**src/rtl/sar_multi_ctrl.sv**
```systemverilog
// Multi-channel successive-approximation ADC controller: scans enabled mux
// channels round-robin, runs one S&H acquisition plus WIDTH bit trials per channel.
module sar_multi_ctrl #(
    parameter int WIDTH      = 8,
    parameter int NCH        = 4,
    parameter int SETTLE     = 10000,
    parameter int SAMPLE_CYC = 16,
    localparam int CW        = (NCH > 1) ? $clog2(NCH) : 1
) (
    input  logic             clk,
    input  logic             reset,
    input  logic             go,
    input  logic [NCH-1:0]   chan_en,
    input  logic             cmp,
    output logic             sample,
    output logic [CW-1:0]    mux_sel,
    output logic [WIDTH-1:0] dac,
    output logic             busy,
    output logic             valid,
    output logic [WIDTH-1:0] result,
    output logic [CW-1:0]    result_ch
);

    localparam int MAXC = (SETTLE > SAMPLE_CYC) ? SETTLE : SAMPLE_CYC;
    localparam int CNTW = $clog2(MAXC + 1);

    typedef enum logic [1:0] {
        IDLE   = 2'd0,
        SAMPLE = 2'd1,
        CONV   = 2'd2,
        DONE   = 2'd3
    } state_t;

    state_t            state_r, state_s;
    logic [CNTW-1:0]   cnt_r, cnt_s;
    logic [WIDTH-1:0]  mask_r, mask_s;
    logic [WIDTH-1:0]  code_r, code_s;
    logic [CW-1:0]     mux_s;
    logic [CW-1:0]     last_ch_r;
    logic              have_last_r;
    logic [CW-1:0]     sel_s;

    // First enabled channel: from 0 inclusive, or strictly after last with wrap.
    function automatic logic [CW-1:0] next_chan(input logic [NCH-1:0] en,
                                                input logic [CW-1:0]  last,
                                                input logic           incl);
        logic [CW-1:0]  pick;
        logic [NCH-1:0] sh;
        logic           found;
        int             idx;
        pick  = {CW{1'b0}};
        found = 1'b0;
        for (int k = 0; k < NCH; k++) begin
            idx = incl ? k : ((int'(last) + 1 + k) % NCH);
            sh  = en >> idx;
            if (!found && sh[0]) begin
                pick  = CW'(idx);
                found = 1'b1;
            end else begin
                found = found;
            end
        end
        return pick;
    endfunction

    // Channel pick: in DONE the channel just converted is the reference point.
    always_comb begin
        if (state_r == DONE) begin
            sel_s = next_chan(chan_en, mux_sel, 1'b0);
        end else begin
            sel_s = next_chan(chan_en, last_ch_r, !have_last_r);
        end
    end

    // Next-state logic and datapath updates for the conversion sequence.
    always_comb begin
        state_s = state_r;
        cnt_s   = cnt_r;
        mask_s  = mask_r;
        code_s  = code_r;
        mux_s   = mux_sel;
        case (state_r)
            IDLE: begin
                if (go && (chan_en != {NCH{1'b0}})) begin
                    state_s = SAMPLE;
                    cnt_s   = {CNTW{1'b0}};
                    mux_s   = sel_s;
                end else begin
                    state_s = IDLE;
                end
            end
            SAMPLE: begin
                if (!go) begin
                    state_s = IDLE;
                    cnt_s   = {CNTW{1'b0}};
                end else if (cnt_r == CNTW'(SAMPLE_CYC - 1)) begin
                    state_s = CONV;
                    cnt_s   = {CNTW{1'b0}};
                    mask_s  = {1'b1, {(WIDTH-1){1'b0}}};
                    code_s  = {WIDTH{1'b0}};
                end else begin
                    cnt_s = cnt_r + CNTW'(1'b1);
                end
            end
            CONV: begin
                if (!go) begin
                    state_s = IDLE;
                    cnt_s   = {CNTW{1'b0}};
                    mask_s  = {WIDTH{1'b0}};
                    code_s  = {WIDTH{1'b0}};
                end else if (cnt_r == CNTW'(SETTLE - 1)) begin
                    // cmp only matters on the final settle cycle of a trial
                    code_s = cmp ? (code_r | mask_r) : code_r;
                    mask_s = mask_r >> 1;
                    cnt_s  = {CNTW{1'b0}};
                    if (mask_r[0]) begin
                        state_s = DONE;
                    end else begin
                        state_s = CONV;
                    end
                end else begin
                    cnt_s = cnt_r + CNTW'(1'b1);
                end
            end
            DONE: begin
                cnt_s = {CNTW{1'b0}};
                if (go && (chan_en != {NCH{1'b0}})) begin
                    state_s = SAMPLE;
                    mux_s   = sel_s;
                end else begin
                    state_s = IDLE;
                end
            end
            default: begin
                state_s = IDLE;
                cnt_s   = {CNTW{1'b0}};
                mask_s  = {WIDTH{1'b0}};
                code_s  = {WIDTH{1'b0}};
            end
        endcase
    end

    // State, datapath and registered outputs aligned with the state they describe.
    always_ff @(posedge clk) begin
        if (reset) begin
            state_r     <= IDLE;
            cnt_r       <= {CNTW{1'b0}};
            mask_r      <= {WIDTH{1'b0}};
            code_r      <= {WIDTH{1'b0}};
            mux_sel     <= {CW{1'b0}};
            last_ch_r   <= {CW{1'b0}};
            have_last_r <= 1'b0;
            sample      <= 1'b0;
            busy        <= 1'b0;
            valid       <= 1'b0;
            dac         <= {WIDTH{1'b0}};
            result      <= {WIDTH{1'b0}};
            result_ch   <= {CW{1'b0}};
        end else begin
            state_r <= state_s;
            cnt_r   <= cnt_s;
            mask_r  <= mask_s;
            code_r  <= code_s;
            mux_sel <= mux_s;
            sample  <= (state_s == SAMPLE);
            busy    <= (state_s != IDLE);
            valid   <= (state_s == DONE);
            dac     <= (state_s == CONV) ? (code_s | mask_s) : {WIDTH{1'b0}};
            if ((state_r == CONV) && (state_s == DONE)) begin
                result    <= code_s;
                result_ch <= mux_sel;
            end else begin
                result    <= result;
                result_ch <= result_ch;
            end
            if (state_r == DONE) begin
                last_ch_r   <= mux_sel;
                have_last_r <= 1'b1;
            end else begin
                last_ch_r   <= last_ch_r;
                have_last_r <= have_last_r;
            end
        end
    end

endmodule

```
**config.mk**
```make
export PLATFORM = sky130hd
export DESIGN_NAME = sar_multi_ctrl
export DESIGN_NICKNAME = d
export VERILOG_FILES = /design/src/rtl/sar_multi_ctrl.sv
export SDC_FILE = /design/constraint.sdc
export NUM_CORES = 1
export LEC_CHECK = 0
export ABC_CLOCK_PERIOD_IN_PS = 3200
export BUFFER_PORTS_ARGS = -buffer_cell sky130_fd_sc_hd__buf_2
export CAP_MARGIN = 20
export CORE_ASPECT_RATIO = 1.2
export CORE_MARGIN = 1
export CORE_UTILIZATION = 25
export CTS_CLUSTER_SIZE = 14
export DETAILED_ROUTE_END_ITERATION = 10
export GPL_TIMING_DRIVEN = 0
export PLACE_DENSITY_LB_ADDON = 0.08
export SYNTH_ARGS = -nofsm -noshare
export SYNTH_HDL_FRONTEND = slang
export SYNTH_SLANG_ARGS = --single-unit
```
**constraint.sdc**
```tcl
create_clock -name clk -period 3.2 [get_ports clk]
set_input_delay 0.32 -clock clk [delete_from_list [all_inputs] [get_ports clk]]
set_output_delay 0.32 -clock clk [all_outputs]
set_load 0.02 [all_outputs]
```
# After elaboration in Yosys (flattened, before gate mapping)
# Cells that the tools add are included.
[word_totals]
regBits = 58
in_bits = 8
output_inout_bits = 23
wordCells = 127
[op_classes]
add_sub_neg = 9
n_eq_ne = 9
shift = 8
n_mux = 49
bitwise = 11
n_reduce_logical = 28
[ops]
columns = ["cell", "n"]
rows = [
  ["4-bit by 32-bit right shift with 1-bit output", 8],
  ["32-bit two-way mux", 4],
  ["8-bit two-way mux", 9],
  ["14-bit two-way mux", 5],
  ["14-bit case mux with 4 select lines", 1],
  ["8-bit case mux with 2 select lines", 2],
  ["2-bit two-way mux", 13],
  ["2-bit OR reduction", 10],
  ["8-bit OR", 2],
  ["14-bit by 1-bit adder with 14-bit output (second input constant)", 1],
  ["14-bit == test (second input constant)", 1],
  ["14-bit by 4-bit == test with 1-bit output (second input constant)", 1],
  ["1-bit two-way mux", 14],
  ["2-bit by 1-bit adder with 2-bit output (second input constant)", 4],
  ["2-bit adder (second input constant)", 4],
  ["1-bit AND (first input constant)", 8],
  ["2-bit == test (second input constant)", 4],
  ["1-bit logical AND", 8],
  ["1-bit logical NOT", 6],
  ["2-bit case mux with 3 select lines", 1],
  ["2-bit by 1-bit == test with 1-bit output (second input constant)", 2],
  ["4-bit nonzero test", 1],
  ["2-bit logical NOT", 1],
  ["2-bit inequality test (second input constant)", 1],
  ["3 further kinds", 3],
]

# Depth between registers and ports, before layout
[logic_depth]
ltp_word = 19
mapped_depth = 8
depth_no_buf = 7

# Worst setup path before layout
# Ideal clock, no wire load.
[synth_timing]
path_type = "flip-flop to flip-flop"
startpoint = "register cnt_r[0]"
endpoint = "register result[1]"
setup_time_ns = 0.121
t_arrival_ns = 2.109
required_time_ns = 3.079
setup_slack_ns = 0.970
path_stages_with_launch = 7
period_less_slack_ns = 2.230
path_cell_list = "dfxtp_1 > ha_1 > or4b_4 > nor4_1 > o32ai_1 > o211ai_2 > mux2_2"
[synth_between]
elab_chain_len = 6
elab_cells_between_ends = 14
[synth_rtl]
columns = ["item", "line", "source"]
rows = [
  ["start, declared", "35", "logic [CNTW-1:0] cnt_r, cnt_s;"],
  ["start signal, assigned", "147", "cnt_r <= {CNTW{1'b0}};"],
  ["start signal, assigned", "161", "cnt_r <= cnt_s;"],
  ["14-bit == test or 14-bit by 4-bit == test with 1-bit output (tied branches)", "111, 96", ""],
  ["2-bit two-way mux, on equally long branches", "111, 96", ""],
  ["2-bit two-way mux, on equally long branches", "106, 93", ""],
  ["2-bit case mux with 3 select lines", "82", "case (state_r)"],
  ["2-bit == test", "169", "if ((state_r == CONV) && (state_s == DONE)) begin"],
  ["1-bit logical AND", "169", ""],
  ["end signal, assigned", "157", "result <= {WIDTH{1'b0}};"],
  ["end signal, assigned", "170", "result <= code_s;"],
  ["end signal, assigned", "173", "result <= result;"],
  ["end, declared", "20", "output logic [WIDTH-1:0] result,"],
]
# Parallel ways exist; a longest one is shown, timed or not.
# A chain may end at the register's enable or synchronous reset.

# Final worst setup path
[layout_timing]
startpoint = "register state_r[0]"
endpoint = "register dac[0]"
[layout_between]
elab_chain_len = 6
elab_cells_between_ends = 16
[layout_rtl]
columns = ["item", "line", "source"]
rows = [
  ["start, declared", "34", "state_t state_r, state_s;"],
  ["start signal, assigned", "160", "state_r <= state_s;"],
  ["2-bit == test, or another cell as far along", "82", ""],
  ["2-bit OR reduction (no source line), or another cell as far along", "-", ""],
  ["2-bit case mux with 3 select lines", "82", ""],
  ["2-bit == test", "168", "dac <= (state_s == CONV) ? (code_s | mask_s) : {WIDTH{1'b0}};"],
  ["1-bit NOT (no source line)", "-", ""],
  ["2-bit OR reduction (no source line)", "-", ""],
  ["end signal, assigned", "156", "dac <= {WIDTH{1'b0}};"],
  ["end signal, assigned", "168", ""],
  ["end, declared", "17", "output logic [WIDTH-1:0] dac,"],
]
# Parallel ways exist; a longest one is shown, timed or not.

==> results.md <==
* Post-route clock skew at 0.01055 ns
* Number of placed I/O pins at 31
* Final max-slew violation count at 0
* Remaining global-route overflow at 0
* Filler Cell Count at 1291
* CP Launch Type: flip-flop
* Initial standard-cell utilization of the core at 25.65%
* Relative slew slack at 44.96%
* Number of hold buffers added after cts at 0
* Final setup fails at 0
* Maximum fanout count along the critical path at 9
* Die Span X at slightly above 100 um
* Hold crit path type: in -> reg
* Power density over cell area at 514.5 nW/um2
* Detailed-placement wirelength estimate at 6223 um
* Largest cells by area after synthesis: sky130_fd_sc_hd__dfxtp_1 (38%), sky130_fd_sc_hd__nor2_1 (4.2%), sky130_fd_sc_hd__nand2_1 (4.0%), sky130_fd_sc_hd__o21ai_0 (3.7%), sky130_fd_sc_hd__mux2i_1 (3.2%)
* Minimum hold slack at 0.3610 ns
* Number of vias per cell after detailed routing at 4.853
* Clk Tree Root Cell: sky130_fd_sc_hd__clkbuf_16
* Mean cell area of the mapped netlist at ~8.5 um2
* Residual DRC at 0
* Slowest cell on the critical path: sky130_fd_sc_hd__nor2_1
* Initial antenna violation count at 0
* Net count of the finished layout at around 420
* Worst-Skew Late Latency at about 0.34 ns
* Count of warnings emitted by yosys at 0
* Largest buffer count on any clock path at 2
* Number of buffers and inverters on the critical path at 2
* Post-synthesis instance area at 3093 um2
* Gate count of the mapped netlist at between 300 and 400
* Number of vias after detailed routing at 2776
* Most used flip-flop cell after synthesis: sky130_fd_sc_hd__dfxtp_1
* Post-Place Cells at 556
* Clock Sink Count at 58
* Count leader, synth: sky130_fd_sc_hd__dfxtp_1
* Gp weighted congestion at 0.7780
* Pin count of the biggest net entering global routing at 11
* Number of enable-type register cells in the synthesized netlist at 0
* Delay contributed by the slowest stage of the critical path at 0.57 ns
* Total of max-cap violations at 0
* Instance area after placement at ~3400 um2
* Final total power at 1.942 mW
* Post-route insts no fill at 572
* Placement Rows at 44
* Synth async-reset ratio at 0%
* WS Path Type: reg -> reg
* Leading post-synthesis cells by instance count: sky130_fd_sc_hd__dfxtp_1 (58), sky130_fd_sc_hd__nor2_1 (35), sky130_fd_sc_hd__nand2_1 (33), sky130_fd_sc_hd__o21ai_0 (23), sky130_fd_sc_hd__a21oi_1 (19)
* Total routing resource utilization after global routing at 14.32%
* Pre-CTS worst setup slack at 0.5475 ns
* Clock tree from TritonCTS: done
* VDD IR max at 204.3 uV
* Fraction of synthesized cell area taken by the top area cell type at 37.54%
* Most frequent CP cell: sky130_fd_sc_hd__nand2_1
* Slew of the pin with the lowest slew margin at 0.8150 ns
* Number of global-route vias before repair at 2654
* Synth Register Bits at 58
* Biggest area consumer among synthesized cells: sky130_fd_sc_hd__dfxtp_1
* Final instance area at between 3000 and 4000 um2
* Cell family contributing the most delay on the critical path: simple AND/OR/NAND/NOR gates
* Maximum achievable frequency at 389.1 MHz
* Worst setup slack after layout at 0.6301 ns
* Outcome: finished, final reports clean
* Number of hold-slack violations in the final timing report at 0
* CTS-repair resized insts at 0
* Die area at 12820 um2
* Sequential fraction of the synthesis area at a little under two fifths
* Post-layout util at 31.31%
* Core outline area at 12060 um2
* Count of H-tree levels built during CTS at 3
* Count of buffers added by post-CTS timing repair for setup at 0
* Distinct cells, synth at 65
* Number of antenna cells inserted at 0
* Crit path capture type: flip-flop
* Lkg Pwr at 1.512 nW
* Total iterations of the first detailed-routing run at 4
* Synthesis-to-layout area growth at 22.05%
* Share of the clock period used by the worst path after layout at 80.31%
* Post-DRT Antenna Nets at 0
* Worst-path cell chain: inv_1 -> ha_1 -> nand2_1 -> nor2_1 -> and2_1 -> clkbuf_1 -> nand2_1 -> a311oi_1
* Worst EP required at roughly 3.4 ns
* Clock transition at the register clock pins on the worst setup and hold paths after CTS at 0.06 ns
* Fin Setup TNS at 0 ns
* Layout cell share with drive strength beyond 1 at 15.33%
* Total wirelength of the detailed-routed design at between 8000 and 9000 um
* Per-cell routed wire length at between 15 and 20 um
* Fin crit period at 2.570 ns
* Count of buffers inserted at the top-level ports at 29
* Die span in y at 123.8 um
* Count of routing violations after the opening detailed-route iteration at roughly 120
* Mapped Nets at 378
* RSZ-0062 raised after global routing: false
* Wire length of the first global-routing pass at 14080 um
* Num CTS Buffers at 9
* Crit path arrival time at between 2 and 3 ns
## tightest hold or removal path, delay by kind of cell
kind	cells	cell delay [ns]
simple gates	2	0.11
buf+inv	1	0.11
compound gates	1	0.11
## worst paths after layout
kind | slack, ns | from | endpoint | cells past startpoint
worst min register to register | 0.45 | result_ch[0] | result_ch[0] | 2
worst max-delay path | 0.63 | state_r[0] | dac[0] | 8
worst max register to register | 0.63 | state_r[0] | dac[0] | 8
worst min-delay path | 0.36 | reset | valid | 4
## state kept, by name (all words and copies together) (netlist names)
| register | cells |
|---|---|
| busy | 1 |
| mask_r | 8 |
| result_ch | 2 |
| result | 8 |
| sample | 1 |
| have_last_r | 1 |
| valid | 1 |
| code_r | 8 |
| last_ch_r | 2 |
| cnt_r | 14 |
| dac | 8 |
| state_r | 2 |
| mux_sel | 2 |
## logic make-up after synthesis
kind of cell    share of synthesized area [%]
fa+ha+maj                               2.023
buf+inv                                 4.935
xor+xnor                                3.398
compound gates                          22.86
mux                                     5.057
simple gates                            24.19
flops                                   37.54
## layer usage
| layer | wire length [um] | track usage [%] | vias to the layer above |
|---|---|---|---|
| met2 | 4294 | 25.63 | 35 |
| li1 | - | - | 1423 |
| met1 | 3971 | 16.61 | 1306 |
| met4 | 150 | 5.978 | 0 |
| met5 | 0 | 0 | - |
| met3 | 280 | 3.192 | 12 |
## cells in the final DEF (no fill, tap or decap), types with 3 or more instances in the layout
cell type and count:
sky130_fd_sc_hd__clkbuf_1 19, sky130_fd_sc_hd__a41o_1 3, sky130_fd_sc_hd__and3_1 5, sky130_fd_sc_hd__xor2_1 7, sky130_fd_sc_hd__nor2_1 35, sky130_fd_sc_hd__o21ai_0 23, sky130_fd_sc_hd__nor4_1 4, sky130_fd_sc_hd__a221oi_1 4
sky130_fd_sc_hd__and2_1 5, sky130_fd_sc_hd__xnor2_1 5, sky130_fd_sc_hd__o211a_1 4, sky130_fd_sc_hd__nand2b_1 3, sky130_fd_sc_hd__clkbuf_16 9, sky130_fd_sc_hd__nand2_1 33, sky130_fd_sc_hd__o41ai_1 3, sky130_fd_sc_hd__a311oi_1 4
sky130_fd_sc_hd__o22ai_1 3, sky130_fd_sc_hd__nand4_1 4, sky130_fd_sc_hd__a21oi_1 19, sky130_fd_sc_hd__o32ai_1 4, sky130_fd_sc_hd__nor2b_1 16, sky130_fd_sc_hd__dfxtp_1 58, sky130_fd_sc_hd__or3_1 3, sky130_fd_sc_hd__a211oi_1 7
sky130_fd_sc_hd__nand3_1 7, sky130_fd_sc_hd__mux2_2 3, sky130_fd_sc_hd__and4_1 8, sky130_fd_sc_hd__mux2i_1 10, sky130_fd_sc_hd__nor3_1 4, sky130_fd_sc_hd__inv_1 10, sky130_fd_sc_hd__ha_1 5, sky130_fd_sc_hd__a21o_1 4
sky130_fd_sc_hd__buf_2 32
## power breakdown
group          leakage [nW]  internal, mW  switching [mW]  total (mW)
logic                 0.881        0.0417          0.0871       0.129
clock network         0.163         0.724           0.358        1.08
registers             0.468         0.728         0.00337       0.731
## area by class of cell
type | instances | area [um2] | share of cell area, %
Clock buffer | 12 | 256.5 | 6.795
Inverter | 11 | 41.29 | 1.094
Sequential cell | 58 | 1161 | 30.76
Multi-Input combinational cell | 272 | 1779 | 47.13
Tap cell | 161 | 201.4 | 5.336
Buffer | 24 | 111.4 | 2.950
Clock inverter | 4 | 73.82 | 1.956
Timing Repair Buffer | 30 | 150.1 | 3.977
Power figures use the tool's default switching activity.
